$ cat config.mk
export PLATFORM = sky130hd
export DESIGN_NAME = mem_lsu
export DESIGN_NICKNAME = d
export VERILOG_FILES = /design/src/rtl/mem_lsu_pkg.sv /design/src/rtl/mem_lsu_align.sv /design/src/rtl/mem_lsu.sv
export SDC_FILE = /design/constraint.sdc
export NUM_CORES = 1
export LEC_CHECK = 0
export ABC_CLOCK_PERIOD_IN_PS = 6400
export CORE_ASPECT_RATIO = 1.1
export CORE_MARGIN = 1.5
export CORE_UTILIZATION = 32
export CTS_BUF_LIST = sky130_fd_sc_hd__clkbuf_8
export CTS_CLUSTER_DIAMETER = 40
export DETAILED_ROUTE_END_ITERATION = 6
export SLEW_MARGIN = 20
export SYNTH_ARGS = -nofsm -noshare
export SYNTH_HDL_FRONTEND = slang
export SYNTH_SLANG_ARGS = --single-unit
$ cat constraint.sdc
create_clock -name clk -period 6.4 [get_ports clk]
set_input_delay 1.28 -clock clk [delete_from_list [all_inputs] [get_ports clk]]
set_output_delay 1.28 -clock clk [all_outputs]
set_load 0.005 [all_outputs]
$ cat src/rtl/mem_lsu_pkg.sv
// mem_lsu_pkg: op encodings, FSM states, captured-request struct and size
// decode helpers shared by the load/store unit and its alignment datapath.
package mem_lsu_pkg;

  typedef enum logic [2:0] {
    LNONE = 3'd0, LB = 3'd1, LH = 3'd2, LW = 3'd3,
    LBU   = 3'd4, LHU = 3'd5, LWU = 3'd6, LD = 3'd7
  } ld_op_e;

  // Store codes 5..7 are unused and decode as illegal.
  typedef enum logic [2:0] {
    SNONE = 3'd0, SB = 3'd1, SH = 3'd2, SW = 3'd3, SD = 3'd4
  } st_op_e;

  typedef enum logic [1:0] {IDLE, RESP, SECOND, MERGE} lsu_state_e;

  // Request attributes that must survive until the response is presented.
  typedef struct packed {
    logic [2:0] op;     // load op, drives the alignment/extension path
    logic       load;   // 1: load, 0: store ack
    logic       fault;  // response carries a fault, no RAM data
  } req_cap_t;

  localparam int SZ_B = 1;
  localparam int SZ_H = 2;
  localparam int SZ_W = 4;
  localparam int SZ_D = 8;

  function automatic int ld_size(input logic [2:0] op);
    case (op)
      LB, LBU: return SZ_B;
      LH, LHU: return SZ_H;
      LW, LWU: return SZ_W;
      LD:      return SZ_D;
      default: return 0;
    endcase
  endfunction

  function automatic int st_size(input logic [2:0] op);
    case (op)
      SB:      return SZ_B;
      SH:      return SZ_H;
      SW:      return SZ_W;
      SD:      return SZ_D;
      default: return 0;
    endcase
  endfunction

  function automatic logic ld_signed(input logic [2:0] op);
    return (op == LB) || (op == LH) || (op == LW);
  endfunction

endpackage

$ cat src/rtl/mem_lsu_align.sv
// mem_align: combinational load formatter. Shifts the 2*NB-byte raw window
// (high word = second beat, low word = first beat) right by the byte offset
// and sign/zero-extends to XLEN according to the load op.
//   i_op   load op (ld_op_e encoding)
//   i_off  byte offset within the first word
//   i_raw  {beat1, beat0} raw RAM data
//   o_data extended XLEN result
module mem_align
  import mem_lsu_pkg::*;
#(
  parameter int XLEN = 32,
  localparam int NB = XLEN / 8,
  localparam int LG = $clog2(NB)
) (
  input  logic [2:0]        i_op,
  input  logic [LG-1:0]     i_off,
  input  logic [2*XLEN-1:0] i_raw,
  output logic [XLEN-1:0]   o_data
);

  logic [2*XLEN-1:0] w_sh;
  int                w_nbits;
  logic              w_sgn;

  always_comb begin
    w_sh    = i_raw >> {i_off, 3'b000};
    w_nbits = 8 * ld_size(i_op);
    if (w_nbits > XLEN) w_nbits = XLEN;
    w_sgn = 1'b0;
    if (ld_signed(i_op) && w_nbits > 0) w_sgn = w_sh[w_nbits-1];
    o_data = '0;
    for (int i = 0; i < XLEN; i++) o_data[i] = (i < w_nbits) ? w_sh[i] : w_sgn;
  end

endmodule

$ cat src/rtl/mem_lsu.sv
// mem_lsu: load/store unit between execute and a word-wide synchronous RAM
// (read latency 1). Aligned accesses take one RAM beat; word-crossing
// accesses take two beats and are merged, or fault when ALLOW_MISAL=0.
// One response per accepted request, in order.
//   clk, reset                     clock, synchronous active-high reset
//   req_valid/req_ready            request handshake
//   req_read_op/req_write_op       load / store op
//   req_addr, req_wdata            byte address, right-justified store data
//   resp_valid/rdata/fault         one-cycle response pulse
//   mem_addr/re/we/wdata/rdata     RAM port (word address, byte enables)
module mem_lsu
  import mem_lsu_pkg::*;
#(
  parameter int XLEN        = 32,
  parameter int ADDR_W      = 32,
  parameter int ALLOW_MISAL = 1,
  localparam int NB   = XLEN / 8,
  localparam int LG   = $clog2(NB),
  localparam int WA_W = ADDR_W - LG
) (
  input  logic              clk,
  input  logic              reset,
  input  logic              req_valid,
  output logic              req_ready,
  input  logic [2:0]        req_read_op,
  input  logic [2:0]        req_write_op,
  input  logic [ADDR_W-1:0] req_addr,
  input  logic [XLEN-1:0]   req_wdata,
  output logic              resp_valid,
  output logic [XLEN-1:0]   resp_rdata,
  output logic              resp_fault,
  output logic [WA_W-1:0]   mem_addr,
  output logic              mem_re,
  output logic [NB-1:0]     mem_we,
  output logic [XLEN-1:0]   mem_wdata,
  input  logic [XLEN-1:0]   mem_rdata
);

  lsu_state_e r_state, w_nxt;
  req_cap_t   r_cap;
  logic [LG-1:0]   r_off;
  logic [WA_W-1:0] r_addr1;
  logic [NB-1:0]   r_we1;
  logic [XLEN-1:0] r_wd1, r_hold;

  logic              w_accept, w_rd_en, w_wr_en, w_illegal, w_misal, w_cross, w_fault;
  logic [LG-1:0]     w_off;
  logic [WA_W-1:0]   w_waddr;
  int                w_sz;
  logic [2*NB-1:0]   w_mask2;
  logic [2*XLEN-1:0] w_wd2, w_raw;
  logic [XLEN-1:0]   w_ld_data;

  assign req_ready = !reset && (r_state != SECOND);
  assign w_accept  = req_valid && req_ready;
  assign w_off     = req_addr[LG-1:0];
  assign w_waddr   = req_addr[ADDR_W-1:LG];
  assign w_rd_en   = (req_read_op != LNONE);
  assign w_wr_en   = (req_write_op != SNONE);

  // Request decode. The 2*NB-byte mask / shifted data cover both beats:
  // low half goes out with beat0, high half is parked for beat1.
  always_comb begin
    w_sz      = w_rd_en ? ld_size(req_read_op) : st_size(req_write_op);
    w_illegal = (w_rd_en && w_wr_en) || (req_write_op > SD) ||
                ((XLEN == 32) && (req_read_op == LD || req_read_op == LWU ||
                                  req_write_op == SD));
    w_misal   = (w_sz > 0) && ((int'(w_off) & (w_sz - 1)) != 0);
    w_cross   = (int'(w_off) + w_sz) > NB;
    w_fault   = w_illegal || (w_misal && (ALLOW_MISAL == 0));
    for (int b = 0; b < 2*NB; b++)
      w_mask2[b] = (b >= int'(w_off)) && (b < int'(w_off) + w_sz);
    w_wd2 = {{XLEN{1'b0}}, req_wdata} << {w_off, 3'b000};
  end

  // RAM port: SECOND replays the parked beat1; otherwise an accepted,
  // non-faulting request issues beat0 (also while RESP/MERGE present data).
  always_comb begin
    mem_addr  = w_waddr;
    mem_re    = 1'b0;
    mem_we    = '0;
    mem_wdata = w_wd2[XLEN-1:0];
    if (r_state == SECOND) begin
      mem_addr  = r_addr1;
      mem_re    = r_cap.load;
      mem_we    = r_we1;
      mem_wdata = r_wd1;
    end else if (w_accept && !w_fault) begin
      mem_re = w_rd_en;
      mem_we = w_wr_en ? w_mask2[NB-1:0] : '0;
    end
    if (reset) begin
      mem_re = 1'b0;
      mem_we = '0;
    end
  end

  always_comb begin
    w_nxt = IDLE;
    if (r_state == SECOND)             w_nxt = MERGE;
    else if (w_accept) begin
      if (w_fault)                     w_nxt = RESP;
      else if (!w_rd_en && !w_wr_en)   w_nxt = IDLE;  // NONE/NONE: no response
      else if (w_cross)                w_nxt = SECOND;
      else                             w_nxt = RESP;
    end
  end

  always_ff @(posedge clk) begin
    if (reset) r_state <= IDLE;
    else       r_state <= w_nxt;
  end

  always_ff @(posedge clk) begin
    if (r_state == SECOND) r_hold <= mem_rdata;  // beat0 data arrives now
    if (w_accept) begin
      r_cap.op    <= req_read_op;
      r_cap.load  <= w_rd_en;
      r_cap.fault <= w_fault;
      r_off       <= w_off;
      r_addr1     <= w_waddr + WA_W'(1);         // wraps at top of space
      r_we1       <= (w_wr_en && !w_fault) ? w_mask2[2*NB-1:NB] : '0;
      r_wd1       <= w_wd2[2*XLEN-1:XLEN];
    end
  end

  assign w_raw = (r_state == MERGE) ? {mem_rdata, r_hold} : {{XLEN{1'b0}}, mem_rdata};

  mem_align #(.XLEN(XLEN)) u_align (
    .i_op  (r_cap.op),
    .i_off (r_off),
    .i_raw (w_raw),
    .o_data(w_ld_data)
  );

  assign resp_valid = !reset && (r_state == RESP || r_state == MERGE);
  assign resp_fault = resp_valid && r_cap.fault;
  assign resp_rdata = (resp_valid && r_cap.load && !r_cap.fault) ? w_ld_data : '0;

endmodule

==> impl_results.md <==
- Clk sinks: 99
- Worst-path fanout max: 10
- Crit path DAT: 4290 ps
- CTS clk-pin slew, worst paths: 100 ps
- Setup TNS: 0 ps
- Pre-CTS WS: 829 ps
- Synth warnings: 0
- Synth async-reset ratio: 0
- CTS resizes: 0
- DIE WIDTH: 145 µm
- Final hold violation count: 0
- Power Density: approximately 160 nW/µm²
- CP Launch Point: reset
- Total GRT Usage: 0.193
- Final Worst Setup Slack: 827 ps
- Sequential area share after synthesis: 0.419
- Reg2Reg Capture Point: r_addr1[22]
- DRT Pass-1 Iters: 4
- Fin crit share: 0.871
- Num rows: 56
- Diode count: 0
- Netlist cell types: 64
- Worst min path class: reg -> reg
- Leak: 3.55 nW
- CTS tree: yes
- Antenna Nets Post-Route: 0
- Clk buf depth: 2
- First-pass GRT wire length: 34.2 mm
- Kind of critical path: in -> out
- Grt total ovfl: 0
- Synth Area in Compound Gates: 0.156
- Peak supply drop: 0.000102 V
- WL/cell: 17.8 µm
- Clock Skews: 10.0 ps
- Final min period: around 5600 ps
- Dominant synthesized flop cell: edfxtp_1
- Worst setup path end: resp_rdata[8]
- Layout cell share with drive strength beyond 1: 0.0670
- Routed vias/inst: 5.20
- Final Util: 0.444
- Status: finished, final reports clean
- Detailed Route Iter0 Violations: 362
- Routed WL: ~22 mm
- Vias in the first global route: around 6300
- Reg2Reg Setup Slack: between 3000 and 4000 ps
- Synth Area in Simple Gates: 0.212
- HPWL reported at the end of detailed placement: 15.8 mm
- Max-cap violations: 0
- # H-tree levels: 3
- Layout area overhead: 34.9%
- Die Y: approximately 160 µm
- Post-Syn Instances: approximately 760
- # DRC: 0
- Number of buffers created by CTS: 9
- Multiplexer area fraction after synthesis: 0.120
- # setup viols final: 0
- CP endpoint kind: primary output
- Vias: between 6000 and 7000
- FF-to-FF path depth: 7
- Net count, final: 1047
- Flops & latches, synth: slightly below 100
- Actual slew at the worst max-slew pin: 990 ps
- Syn_nets: 868
- Reg-to-Reg Start: r_state[0]
- Root Buffer: clkbuf_8
- Slew Viols, Final: 0
- Buffers added on ports: 206
- Total power: 1.51 mW
- Largest net degree at the start of global routing: 55
- # IOs: 207
- RSZ-0062 raised after global routing: false
- Post-synth EDFFs: 97
- Postcts setup bufs: 0
- CTS Hold Bufs: 0
- Startpoint types: input pin
- Worst-skew pair later-pin latency: 380 ps
- Adder-cell share of the synthesized area: 0.0135
- Avg Cell Area, Syn: 9.32 µm²
- Fmax: 179 MHz
- CORE AREA: 21400 µm²
- XOR/XNOR Fraction of Synth Area: 0.0410
- Main combinational cell family by area after synthesis: simple AND/OR/NAND/NOR gates
- Routability congestion estimate: between 0.8 and 0.9
- Post-Synthesis Cell Area: 7050 µm²
- Initial core utilization: 0.329
- CP Data Required Time: just over 5000 ps
- Slew Limit Headroom: 0.339
- DIE AREA: 22900 µm²
- Number of antenna violations at the first check in global routing: 0
==> how the worst min path moves through the flow <==
stage                           from    endpoint  slack, ps  cells after the start
final                     r_state[1]  r_state[1]       1070                      3
after global routing      r_state[1]  r_state[1]       1240                      3
after CTS                 r_state[1]  r_state[1]       1090                      3
after detailed placement  r_state[1]  r_state[1]       1070                      3
after global placement    r_state[1]  r_state[1]       1060                      3
after floorplan           r_state[1]  r_state[0]        850                      3
==> layout make-up <==
cell class	instances	area (µm²)
clock buffer	9	124
clock inverter	7	50.0
fill	2107	11900
inverter	15	57.6
multi-input combinational	593	3820
sequential	99	2950
tap	290	363
timing repair buffer	217	2140
==> logic make-up after synthesis <==
| logic type | Yosys count |
|---|---|
| mux | 80 |
| xor+xnor | 33 |
| buf+inv | 64 |
| flops | 99 |
| fa+ha+maj | 7 |
| compound gates | 150 |
| simple gates | 323 |
==> registers in the layout, summed over array words and instances, names as in the netlist <==
register  count
r_addr1      30
r_cap         5
r_hold       32
r_off         2
r_state       2
r_wd1        24
r_we1         4
==> layer usage <==
layer | global-route usage | vias up | routed length [µm]
met1 | 0.250 | 3023 | 9640
met2 | 0.316 | 226 | 10200
li1 | - | 3125 | -
met3 | 0.0562 | 21 | 1820
met5 | 0 | - | 0
met4 | 0.0491 | 0 | 305
==> placed cells by master (no fill, tap or decap), types with 11 or more instances in the layout <==
cell type	netlist	layout
a211oi_1	19	19
a21oi_1	41	41
a22o_1	16	16
and3_1	26	26
buf_4	2	11
clkdlybuf4s50_1	0	205
edfxtp_1	97	97
inv_1	14	12
mux2_2	16	16
mux2i_1	62	62
nand2_1	136	136
nand3_1	18	18
nor2_1	80	80
nor3_1	13	13
o21ai_0	19	19
xnor2_1	24	24
==> stage by stage <==
step	std cells	hold slack, ps	area [µm²]
2_1_floorplan	756	849	7050
3_3_place_gp	1214	1060	9340
3_5_place_dp	1214	1070	9340
4_1_cts	1230	1090	9510
5_1_grt	1230	1240	9510
6_report	1230	1070	9510
==> Yosys cell counts (9+ instances only) <==
cell      count  share of area
nand2_1     136          0.072
edfxtp_1     97           0.41
nor2_1       80          0.043
mux2i_1      62          0.088
a21oi_1      41          0.029
clkbuf_1     31          0.017
and3_1       26          0.023
xnor2_1      24          0.030
a211oi_1     19          0.020
o21ai_0      19          0.013
nand3_1      18          0.013
a22o_1       16          0.020
mux2_2       16          0.026
inv_1        14         0.0075
nor3_1       13         0.0092
and2_1       10         0.0089
a31oi_1       9         0.0080
buf_2         9         0.0064
xor2_1        9          0.011
==> critical path: stages <==
cell,delay [ps]
clkdlybuf4s50_1,390
buf_4,170
nand4bb_1,450
nor4_4,420
o211ai_1,150
o211ai_2,400
o32ai_4,210
o21ba_1,290
clkdlybuf4s50_1,510
==> where the power goes <==
| part | internal, mW | switching, mW | leakage, nW | total [mW] |
|---|---|---|---|---|
| registers | 0.739 | 0.00952 | 0.921 | 0.748 |
| clock network | 0.144 | 0.244 | 0.0841 | 0.388 |
| logic | 0.193 | 0.186 | 2.54 | 0.379 |
| total | 1.08 | 0.439 | 3.55 | 1.51 |
No activity file was read; power rests on OpenSTA's default activity.
